$ cat src/rtl/pipe_ctrl.sv
// Pipeline sequencer: arbitrates ex redirects, external freeze requests and
// load-use hazards into hold/flush strobes, with saturating event counters.
module pipe_ctrl #(
    parameter int unsigned CNT_W = 16
) (
    input  logic             clk,
    input  logic             rst_n,
    input  logic             jump_en_i,
    input  logic [31:0]      jump_addr_i,
    input  logic             hold_req_i,
    input  logic [4:0]       id_rs1_addr_i,
    input  logic [4:0]       id_rs2_addr_i,
    input  logic [4:0]       ex_rd_addr_i,
    input  logic             ex_reg_wen_i,
    input  logic             ex_is_load_i,
    input  logic             cnt_clr_i,
    output logic             jump_o,
    output logic [31:0]      jump_addr_o,
    output logic             hold_pc_o,
    output logic             hold_if_id_o,
    output logic             hold_id_ex_o,
    output logic             flush_if_id_o,
    output logic             flush_id_ex_o,
    output logic             hold_ack_o,
    output logic [CNT_W-1:0] stall_cnt_o,
    output logic [CNT_W-1:0] flush_cnt_o
);

    typedef enum logic [1:0] {RUN, HOLD, RESUME} state_t;

    state_t      state, state_nxt;
    logic        pend_vld, pend_vld_nxt;
    logic [31:0] pend_addr, pend_addr_nxt;
    logic        haz;

    assign haz = ex_is_load_i & ex_reg_wen_i & (ex_rd_addr_i != 5'd0) &
                 ((ex_rd_addr_i == id_rs1_addr_i) | (ex_rd_addr_i == id_rs2_addr_i));

    always_ff @(posedge clk or negedge rst_n) begin
        if (!rst_n) begin
            state     <= RUN;
            pend_vld  <= 1'b0;
            pend_addr <= '0;
        end else begin
            state     <= state_nxt;
            pend_vld  <= pend_vld_nxt;
            pend_addr <= pend_addr_nxt;
        end
    end

    always_comb begin
        state_nxt     = state;
        pend_vld_nxt  = pend_vld;
        pend_addr_nxt = pend_addr;
        jump_o        = 1'b0;
        jump_addr_o   = '0;
        hold_pc_o     = 1'b0;
        hold_if_id_o  = 1'b0;
        hold_id_ex_o  = 1'b0;
        flush_if_id_o = 1'b0;
        flush_id_ex_o = 1'b0;
        hold_ack_o    = 1'b0;

        case (state)
            RUN, RESUME: begin
                state_nxt = RUN;
                if (hold_req_i) begin
                    hold_pc_o    = 1'b1;
                    hold_if_id_o = 1'b1;
                    hold_id_ex_o = 1'b1;
                    if (jump_en_i && !pend_vld) begin
                        pend_vld_nxt  = 1'b1;
                        pend_addr_nxt = jump_addr_i;
                    end
                    state_nxt = HOLD;
                end else if (state == RESUME && pend_vld) begin
                    // Deferred jump wins; the live jump_en_i is the same held instruction.
                    jump_o        = 1'b1;
                    jump_addr_o   = pend_addr;
                    flush_if_id_o = 1'b1;
                    flush_id_ex_o = 1'b1;
                    pend_vld_nxt  = 1'b0;
                end else if (jump_en_i) begin
                    jump_o        = 1'b1;
                    jump_addr_o   = jump_addr_i;
                    flush_if_id_o = 1'b1;
                    flush_id_ex_o = 1'b1;
                end else if (haz) begin
                    hold_pc_o     = 1'b1;
                    hold_if_id_o  = 1'b1;
                    flush_id_ex_o = 1'b1;
                end
            end
            HOLD: begin
                hold_pc_o    = 1'b1;
                hold_if_id_o = 1'b1;
                hold_id_ex_o = 1'b1;
                hold_ack_o   = 1'b1;
                if (jump_en_i && !pend_vld) begin
                    pend_vld_nxt  = 1'b1;
                    pend_addr_nxt = jump_addr_i;
                end
                if (!hold_req_i) state_nxt = RESUME;
            end
            default: state_nxt = RUN;
        endcase

        // Outputs follow live inputs, so they must be masked while reset is held.
        if (!rst_n) begin
            jump_o        = 1'b0;
            jump_addr_o   = '0;
            hold_pc_o     = 1'b0;
            hold_if_id_o  = 1'b0;
            hold_id_ex_o  = 1'b0;
            flush_if_id_o = 1'b0;
            flush_id_ex_o = 1'b0;
            hold_ack_o    = 1'b0;
        end
    end

    always_ff @(posedge clk or negedge rst_n) begin
        if (!rst_n) begin
            stall_cnt_o <= '0;
            flush_cnt_o <= '0;
        end else if (cnt_clr_i) begin
            stall_cnt_o <= '0;
            flush_cnt_o <= '0;
        end else begin
            if (hold_pc_o && stall_cnt_o != '1) stall_cnt_o <= stall_cnt_o + 1'b1;
            if (jump_o && flush_cnt_o != '1)    flush_cnt_o <= flush_cnt_o + 1'b1;
        end
    end

endmodule

$ cat config.mk
export PLATFORM = sky130hd
export DESIGN_NAME = pipe_ctrl
export DESIGN_NICKNAME = d
export VERILOG_FILES = /design/src/rtl/pipe_ctrl.sv
export SDC_FILE = /design/constraint.sdc
export NUM_CORES = 1
export LEC_CHECK = 0
export ABC_AREA = 1
export CAP_MARGIN = 15
export CORE_MARGIN = 2
export CORE_UTILIZATION = 50
export DETAILED_ROUTE_END_ITERATION = 8
export DONT_BUFFER_PORTS = 1
export GPL_TIMING_DRIVEN = 0
export PLACE_DENSITY = 0.68
export SLEW_MARGIN = 10
export SYNTH_ARGS = -nofsm -noshare
export SYNTH_HDL_FRONTEND = slang
export SYNTH_SLANG_ARGS = --single-unit
$ cat constraint.sdc
create_clock -name clk -period 1.65 [get_ports clk]
set_input_delay 0.33 -clock clk [delete_from_list [all_inputs] [get_ports clk]]
set_output_delay 0.33 -clock clk [all_outputs]
set_load 0.03 [all_outputs]
==> results.py, run 1 <==
metrics = {
    "status": {
        "status": "finished with violations",
        "violations": "negative hold slack, negative setup slack",
    },
    "pwr": {
        "ir_drop_mv": 0.455,
        "power.density_mw_per_mm2": 940,
        "p_leak_nw": 2.36,
        "power.total_w": 0.00508,
    },
    "yosys": {
        "synth_flop_cell": "dfrtp_1",
        "synth_warnings": 0,
        "yosys.area_share.simple_pct": 34.9,
        "syn_nets": 581,
        "synth_top_family_by_area": "simple AND/OR/NAND/NOR gates",
        "syn_area_per_cell_um2": 7.77,
        "synth_compound_area_share_pct": 2.61,
        "seq_area_frac_synth_pct": 41.1,
        "synth-adder-area-share_pct": 0.614,
        "ys_async_sr_fraction_pct": 100,
        "syn_inst": 525,
        "synth-xor-area-share_pct": 4.08,
        "syn_area_mm2": 0.00408,
        "synth-seq-cells": 67,
        "synth_edf_count": 0,
        "synth.area.mux_share_pct": 8.84,
        "ys_types": 30,
    },
    "job": {
        "cap_violations": 0,
    },
    "clock_network": {
        "clockRootBuffer": "clkbuf_8",
        "cts_buffers": 9,
        "clock_latency_ps": 340,
        "cts_tree": "built",
        "clock_path_buffers": 2,
        "htree_levels": 3,
        "cts_sinks": 67,
        "clk_pin_slew_worst_paths_ps": 70,
    },
    "floorplan": {
        "pin_count": 125,
        "die_h_um": 94.3,
        "start_util_pct": 52.2,
        "die_w_um": 94.3,
        "rows": 32,
        "core_mm2": 0.00781,
        "fp.dieArea_mm2": 0.00889,
    },
    "global_route": {
        "grt_pass1_vias": 3687,
        "grt_pass1_wl_um": 17700,
        "grt.total_usage_pct": 25.3,
        "grt_max_degree": 71,
        "grt-ovfl-total": 0,
        "grt_antenna_before_repair": 0,
    },
    "setup_path": {
        "critPathMaxStageDelay_ps": 390,
        "r2r_cells": 12,
        "end_kind": "output pin",
        "crit_fanout": 6,
        "reg2reg_to": "pend_addr[30]",
        "critPathTopFamily": "simple AND/OR/NAND/NOR gates",
        "slowest_stage": "dfrtp_1",
        "crit-reg2reg-launch": "state[0]",
        "crit_path_frequent_cell": "nor2_4",
        "start_kind": "register",
        "critical_path_class": "register to output pin",
        "critPathBufInv": 2,
        "crit_chain": "nand2_2 > nor2_4 > nor2_2 > nor2_4 > inv_6 > buf_4 > nor3_4",
        "cp.required_ps": 1320,
        "arrival_ps": 2060,
        "reg2reg_slack_ps": -390,
    },
    "timing": {
        "maxSlewViolCount": 0,
        "period_share_pct": 145,
        "min_period_ps": 2390,
        "rsz0062_at_grt": "true",
        "max_slew_margin_pct": 65.1,
        "hold_ws_ps": -326,
        "clock.fmax_ghz": 0.418,
        "finalWorstSetupSlack_ps": -742,
        "hold_viol": 67,
        "setup_viol": 104,
        "clock_skew_ps": 5.75,
        "worst_pin_slew_ps": 523,
    },
    "finish": {
        "ff_latch_area_mm2": 0.00170,
        "mostFrequentLayoutCells": "nand2_1 (84), nor2_1 (61), dfrtp_1 (52)",
        "drive_above_1_share_pct": 29.5,
        "nets": 620,
        "fin_util_pct": 69.2,
        "area_growth_pct": 32.5,
        "insertedDiodeCount": 0,
        "fillers": 582,
        "final_common_cell": "nand2_1",
        "multi_input_area_mm2": 0.00261,
    },
    "routing": {
        "route.vias.total": 3823,
        "drt-initial-drc-count": 196,
        "drt_pass1_iterations": 4,
        "wirelength_um": 11400,
        "vias_per_cell": 5.70,
        "ant_nets": 0,
        "drc_errors": 0,
        "wl_per_cell_um": 17.0,
    },
    "placement": {
        "port_buffers": 0,
        "dp_slack_ps": -453,
        "routabilityCongestion": 0.885,
        "dpl.hpwl_um": 7550,
    },
    "min_path": {
        "hp-class": "input port to asynchronous set/reset pin",
    },
}
flip-flops by register name, summed over array words and instances (netlist names):
register and flops:
flush_cnt_o 16, pend_vld 1, stall_cnt_o 16, state 2, pend_addr 32
where the power goes:
group	internal [W]	switching (W)
sequential	0.00207	0.000253
clock	0.000625	0.000616
combinational	0.000840	0.000675
layout make-up:
type | count | area share [%]
well taps | 102 | 2.36
clock inverters | 2 | 0.185
multi-input cells | 380 | 48.4
clock buffers | 14 | 3.01
inverters | 52 | 3.71
repair buffers | 28 | 6.09
flip-flops and latches | 67 | 31.4
plain buffers | 26 | 4.89
synth_stat cells (2+ instances only):
master | count | area (um2)
a21oi_1 | 3 | 15.0
buf_1 | 4 | 15.0
buf_2 | 8 | 40.0
buf_4 | 2 | 15.0
clkbuf_1 | 11 | 41.3
dfrtp_1 | 67 | 1680
ha_1 | 2 | 25.0
inv_1 | 51 | 191
mux2_2 | 32 | 360
nand2_1 | 91 | 342
nand2_2 | 4 | 25.0
nand3_1 | 32 | 160
nand4_1 | 30 | 188
nor2_1 | 66 | 248
nor2_2 | 3 | 18.8
nor3_1 | 77 | 385
o21ai_0 | 11 | 55.1
o31ai_1 | 2 | 15.0
xnor2_1 | 4 | 35.0
xor2_1 | 15 | 131
worst max-delay path by stage:
| stage | startpoint | endpoint | slack, ps | cells after the start |
|---|---|---|---|---|
| 2_1_floorplan | state[0] | jump_addr_o[12] | -270 | 7 |
| 3_3_place_gp | state[1] | jump_addr_o[12] | -430 | 7 |
| 3_5_place_dp | pend_vld | jump_addr_o[22] | -450 | 7 |
| 4_1_cts | state[0] | jump_addr_o[4] | -720 | 7 |
| 5_1_grt | state[1] | jump_addr_o[28] | -830 | 7 |
| 6_report | state[1] | jump_addr_o[1] | -740 | 7 |
cell families after synthesis:
family,count (synthesis)
compound gates,19
xor+xnor,19
fa+ha+maj,2
buf+inv,78
flops,67
mux,32
simple gates,308
through the flow:
step / cell area [um2] / hold slack [ps] / std cells / TNS [ps]
final: 5400 / -326 / 671 / -37940
after CTS: 5150 / -336 / 660 / -28120
after floorplan: 4530 / 34.4 / 525 / -7330
after global placement: 4650 / 36.4 / 627 / -21780
after global routing: 5400 / -340 / 671 / -48500
after detailed placement: 4650 / 36.3 / 627 / -23970
routing by layer:
layer / share of wire, % / global-route usage (%) / wire, um / vias up
met5: 0 / 0 / 0 / -
met4: 2.3 / 10.4 / 264 / 0
met3: 6.3 / 5.86 / 722 / 21
met2: 52 / 43.9 / 5890 / 118
met1: 40 / 30.3 / 4510 / 1853
li1: - / - / - / 1831
repair_timing:
action	in CTS	in global routing
buffers inserted	14	11
setup endpoints to repair	99	104
resized for setup	43	42
pin swaps	13	8
hold endpoints to repair	67	67
cloned	3	1
(Power assumes the default switching activity.)
==> run 2: changes to the inputs <==
--- a/config.mk
+++ b/config.mk
@@ -5,13 +5,13 @@
 export SDC_FILE = /design/constraint.sdc
 export NUM_CORES = 1
 export LEC_CHECK = 0
-export ABC_AREA = 1
 export CAP_MARGIN = 15
 export CORE_MARGIN = 2
 export CORE_UTILIZATION = 50
 export DETAILED_ROUTE_END_ITERATION = 8
 export DONT_BUFFER_PORTS = 1
 export GPL_TIMING_DRIVEN = 0
+export MAX_ROUTING_LAYER = met4
 export PLACE_DENSITY = 0.68
 export SLEW_MARGIN = 10
 export SYNTH_ARGS = -nofsm -noshare
==> results.py, run 2 <==
metrics = {
    "finish": {
        "largest_reg_flops": 32,
        "drive_above_1_share_pct": 52.9,
        "final_common_cell": "nand2_1",
        "area_growth_pct": 55.8,
        "regMostFlops": "pend_addr",
        "mostFrequentLayoutCells": "nand2_1 (51), dfrtp_1 (36), a21oi_4 (32), mux2_4 (32), dfrtp_2 (31)",
        "insertedDiodeCount": 0,
        "top_regs": "pend_addr: 32 flops, flush_cnt_o: 16 flops, stall_cnt_o: 16 flops",
        "nets": 512,
    },
    "min_path": {
        "hp-class": "input port to asynchronous set/reset pin",
    },
    "pwr": {
        "ir_drop_mv": 0.605,
        "seqPwrFrac_pct": 45.8,
        "switchingPower_w": 0.00159,
        "p_comb_share_pct": 24.3,
        "power.total_w": 0.00530,
        "p_leak_nw": 2.45,
        "internal-power_w": 0.00371,
        "power.density_mw_per_mm2": 930,
        "swShare_pct": 30.1,
        "power_frac_clock_pct": 30.0,
    },
    "job": {
        "cap_violations": 0,
    },
    "yosys": {
        "ys_top_cells_by_count": "nand2_1 (77), dfrtp_1 (67), a21oi_1 (54)",
        "synth_top_cell_area_share_pct": 45.8,
        "seq_area_frac_synth_pct": 45.8,
        "yosys-top-cells-area": "dfrtp_1 (46%), mux2_2 (9.8%), nand2_1 (7.9%)",
        "syn_inst": 402,
        "synth_warnings": 0,
        "syn_area_per_cell_um2": 9.11,
        "synth.most_common_cell": "nand2_1",
        "synth_flop_cell": "dfrtp_1",
        "syn_nets": 458,
        "synth_area_leader_cell": "dfrtp_1",
        "ys_async_sr_fraction_pct": 100,
        "ys_types": 41,
        "synth_edf_count": 0,
        "syn_area_mm2": 0.00366,
        "synth-seq-cells": 67,
    },
    "timing": {
        "period_share_pct": 127,
        "setup_viol": 103,
        "finalSetupTns_ps": -28640,
        "max_slew_margin_pct": 57.4,
        "hold_ws_ps": -340,
        "clock.fmax_ghz": 0.476,
        "clock_skew_ps": 12.7,
        "maxSlewViolCount": 0,
        "rsz0062_at_grt": "true",
        "finalWorstSetupSlack_ps": -453,
        "min_period_ps": 2100,
        "worst_pin_slew_ps": 639,
        "hold_viol": 67,
    },
    "floorplan": {
        "start_util_pct": 51.0,
        "die_h_um": 89.6,
        "core_mm2": 0.00718,
        "rows": 31,
        "die_w_um": 89.6,
        "fp.dieArea_mm2": 0.00802,
        "pin_count": 125,
    },
    "setup_path": {
        "reg2reg_slack_ps": -420,
        "end_kind": "output pin",
        "arrival_ps": 1770,
        "crit_fanout": 6,
        "critical_path_class": "register to output pin",
        "cp.required_ps": 1320,
        "start_kind": "register",
    },
    "global_route": {
        "grt_max_degree": 73,
        "grt_antenna_before_repair": 0,
        "grt_pass1_wl_um": 15000,
        "grt-ovfl-total": 0,
        "grt.total_usage_pct": 25.2,
        "grt_pass1_vias": 3056,
    },
    "routing": {
        "vias_per_cell": 5.92,
        "drt-initial-drc-count": 135,
        "wirelength_um": 11600,
        "ant_nets": 0,
        "drt_pass1_iterations": 4,
        "route.vias.total": 3316,
        "drc_errors": 0,
        "wl_per_cell_um": 20.7,
    },
    "clock_network": {
        "cts_sinks": 67,
        "cts_tree": "built",
        "clk_pin_slew_worst_paths_ps": 90,
        "cts_buffers": 9,
        "clock_path_buffers": 2,
        "clockRootBuffer": "clkbuf_8",
        "clock_latency_ps": 360,
        "htree_levels": 3,
    },
    "placement": {
        "dp_slack_ps": -567,
        "port_buffers": 0,
        "routabilityCongestion": 0.830,
        "dpl.hpwl_um": 6220,
    },
    "status": {
        "status": "finished with violations",
        "violations": "negative hold slack, negative setup slack",
    },
}
## run 2: worst paths after layout
kind	startpoint	to	depth (start not counted)
worst max-delay path	state[0]	jump_addr_o[2]	6
worst min register to register	pend_addr[24]	pend_addr[24]	1
worst min-delay path	rst_n	pend_addr[7]	0
worst max register to register	stall_cnt_o[13]	stall_cnt_o[6]	7
max in group asynchronous	rst_n	flush_cnt_o[2]	0
min in group clk	cnt_clr_i	stall_cnt_o[4]	1
## run 2: cell families after synthesis
group,count (synthesis),synth area share (%)
and+or+nand+nor,161,21.8
AOI/OAI and AO/OA,88,13.0
adders and majority gates,2,0.683
muxes,34,10.4
buffers and inverters,31,3.73
xor gates and xnor gates,19,4.55
DFF,67,45.8
## run 2: area by class of cell
cell class	instances	area, um2
Inverter	7	32.5
Multi-Input combinational cell	306	2770
Tap cell	99	124
Buffer	21	289
Clock inverter	5	75.1
Fill cell	425	1470
Timing Repair Buffer	44	547
Clock buffer	11	151
Sequential cell	67	1720
## run 2: metal layers
layer | track usage, % | vias to the layer above | part of all wire [%]
met5 | - | - | 0
met4 | 10.0 | 0 | 1.9
met3 | 5.85 | 19 | 5.9
met2 | 42.0 | 104 | 53
met1 | 29.5 | 1674 | 40
li1 | - | 1519 | -
## run 2: per-stage QoR
stage          hold WS (ps)  std cells  instance area [um2]  utilization (%)
2_1_floorplan          34.4        402                 4140                -
3_3_place_gp           36.4        501                 4270             59.4
3_5_place_dp           36.6        501                 4270             59.4
4_1_cts                -341        544                 5120             71.4
5_1_grt                -350        560                 5700             79.5
6_report               -340        560                 5700             79.5
## run 2: power groups by stage
stage | combinational, W | sequential (W) | clock [W]
final | 0.00129 | 0.00243 | 0.00159
after detailed placement | 0.000754 | 0.00224 | 0
after global placement | 0.000728 | 0.00221 | 0
after CTS | 0.000910 | 0.00224 | 0.00158
after floorplan | 0.000664 | 0.00219 | 0
after global routing | 0.00136 | 0.00246 | 0.00168
## run 2: timing repair
action                                  in CTS  in global routing
cloned                                       7                  4
setup buffers                               22                 15
endpoints found under the setup margin     101                101
endpoints found under the hold margin       67                 67
resized for setup                           93                114
pin swaps                                   34                 57
## run 2: critical path, cell delays in order (launching register included)
cell and delay (ps):
dfrtp_2 480, buf_6 150, nor2_4 150, buf_12 160, buf_12 140, nand2_4 50
a21oi_4 280
==> run 3: changes to the inputs <==
--- a/config.mk
+++ b/config.mk
@@ -6,7 +6,6 @@
 export NUM_CORES = 1
 export LEC_CHECK = 0
 export CAP_MARGIN = 15
-export CORE_MARGIN = 2
 export CORE_UTILIZATION = 50
 export DETAILED_ROUTE_END_ITERATION = 8
 export DONT_BUFFER_PORTS = 1
==> results.py, run 3 (synthesis results as in run 2) <==
metrics = {
    "timing": {
        "clock_skew_ps": 8.81,
        "worst_pin_slew_ps": 586,
        "period_share_pct": 127,
        "clock.fmax_ghz": 0.477,
        "hold_viol": 67,
        "max_slew_margin_pct": 60.9,
        "setup_viol": 102,
        "min_period_ps": 2100,
        "finalWorstSetupSlack_ps": -446,
        "hold_ws_ps": -334,
        "rsz0062_at_grt": "true",
        "maxSlewViolCount": 0,
    },
    "routing": {
        "drt_pass1_iterations": 4,
        "wl_per_cell_um": 20.8,
        "vias_per_cell": 6.02,
        "drc_errors": 0,
        "route.vias.total": 3412,
        "ant_nets": 0,
        "drt-initial-drc-count": 231,
        "wirelength_um": 11800,
    },
    "floorplan": {
        "start_util_pct": 52.7,
        "die_w_um": 87.6,
        "die_h_um": 87.6,
        "pin_count": 125,
        "core_mm2": 0.00694,
        "fp.dieArea_mm2": 0.00767,
        "rows": 30,
    },
    "pwr": {
        "seqPwrFrac_pct": 47.5,
        "internal-power_w": 0.00348,
        "power_frac_clock_pct": 27.7,
        "power.total_w": 0.00504,
        "switchingPower_w": 0.00156,
        "power.density_mw_per_mm2": 880,
        "swShare_pct": 30.9,
        "p_leak_nw": 2.41,
        "p_comb_share_pct": 24.8,
        "ir_drop_mv": 0.572,
    },
    "finish": {
        "final_common_cell": "nand2_1",
        "insertedDiodeCount": 0,
        "area_growth_pct": 56.4,
        "largest_reg_flops": 32,
        "regMostFlops": "pend_addr",
        "mostFrequentLayoutCells": "nand2_1 (48), dfrtp_1 (37), a21oi_4 (32)",
        "top_regs": "pend_addr: 32 flops, flush_cnt_o: 16 flops, stall_cnt_o: 16 flops",
        "drive_above_1_share_pct": 55.4,
        "nets": 522,
        "instances_no_fill": 567,
        "final_design_area_no_fill_mm2": 0.00573,
        "fin_util_pct": 82.5,
    },
    "placement": {
        "placed_area_mm2": 0.00426,
        "routabilityCongestion": 0.868,
        "place_inst": 498,
        "port_buffers": 0,
        "dpl.hpwl_um": 6180,
    },
    "status": {
        "violations": "negative hold slack, negative setup slack",
        "status": "finished with violations",
    },
    "clock_network": {
        "cts_sinks": 67,
        "clock_latency_ps": 350,
        "clock_path_buffers": 2,
        "cts_tree": "built",
        "clockRootBuffer": "clkbuf_8",
        "cts_buffers": 9,
        "htree_levels": 3,
        "clk_pin_slew_worst_paths_ps": 80,
    },
    "setup_path": {
        "start_kind": "register",
        "critical_path_class": "register to output pin",
        "critPathBufInv": 2,
        "slowest_stage": "dfrtp_1",
        "critPathTopFamily": "flip-flops",
        "crit_fanout": 5,
        "end_kind": "output pin",
        "critPathMaxStageDelay_ps": 420,
        "arrival_ps": 1770,
        "crit_chain": "nand2_2 > nor2_4 > buf_6 > clkbuf_16 > nand2_4 > a21oi_4",
        "cp.required_ps": 1320,
    },
    "global_route": {
        "grt_pass1_vias": 3280,
        "grt_antenna_before_repair": 0,
        "grt-ovfl-total": 0,
        "grt_max_degree": 73,
        "grt_pass1_wl_um": 16000,
        "grt.total_usage_pct": 28.2,
        "busiest_layer": "met2",
        "met3_usage_pct": 5.18,
        "grt_use_met2_pct": 48.4,
        "globalRouteMet1Util_pct": 32.3,
    },
    "min_path": {
        "hp-class": "input port to asynchronous set/reset pin",
    },
    "job": {
        "cap_violations": 0,
    },
}
-- run 3: cell type report --
| cell class | instances | area, um2 |
|---|---|---|
| well taps | 96 | 120 |
| fillers | 365 | 1220 |
| clock buffers | 11 | 141 |
| inverters | 7 | 32.5 |
| plain buffers | 21 | 277 |
| flip-flops and latches | 67 | 1710 |
| multi-input cells | 306 | 2770 |
| repair buffers | 54 | 617 |
| clock inverters | 5 | 52.6 |
-- run 3: path summary, 6_finish.rpt --
kind	end	depth (start not counted)	from	slack (ps)
max in group asynchronous	flush_cnt_o[15]	0	rst_n	1840
min in group clk	stall_cnt_o[4]	1	cnt_clr_i	30
min	pend_addr[17]	0	rst_n	-330
max	jump_addr_o[6]	6	state[1]	-450
min reg2reg	pend_addr[14]	1	pend_addr[14]	520
max reg2reg	stall_cnt_o[1]	9	stall_cnt_o[0]	-440
-- run 3: metal layers --
layer / vias up / share of wire, %
met5: - / 0
met4: 0 / 3.3
met3: 39 / 6.0
met2: 136 / 52
met1: 1698 / 38
li1: 1539 / -
-- run 3: through the flow --
step | setup WS, ps | setup TNS, ps
after floorplan | -257 | -6270
after global placement | -544 | -25550
after detailed placement | -559 | -26810
after CTS | -419 | -25240
after global routing | -542 | -35320
final | -446 | -30100
-- run 3: repair_timing --
item,CTS,global route
gates cloned,6,5
endpoints found under the hold margin,67,67
setup endpoints to repair,101,103
buffers inserted,29,16
pin swaps,46,54
gates resized for setup,118,87
-- run 3: power groups by stage --
stage                     clock network [W]  registers [W]  logic, W
after global routing                0.00147        0.00241   0.00132
final                               0.00139        0.00239   0.00125
after detailed placement                  0        0.00224  0.000757
after floorplan                           0        0.00219  0.000664
after CTS                           0.00139        0.00222   0.00110
after global placement                    0        0.00221  0.000728
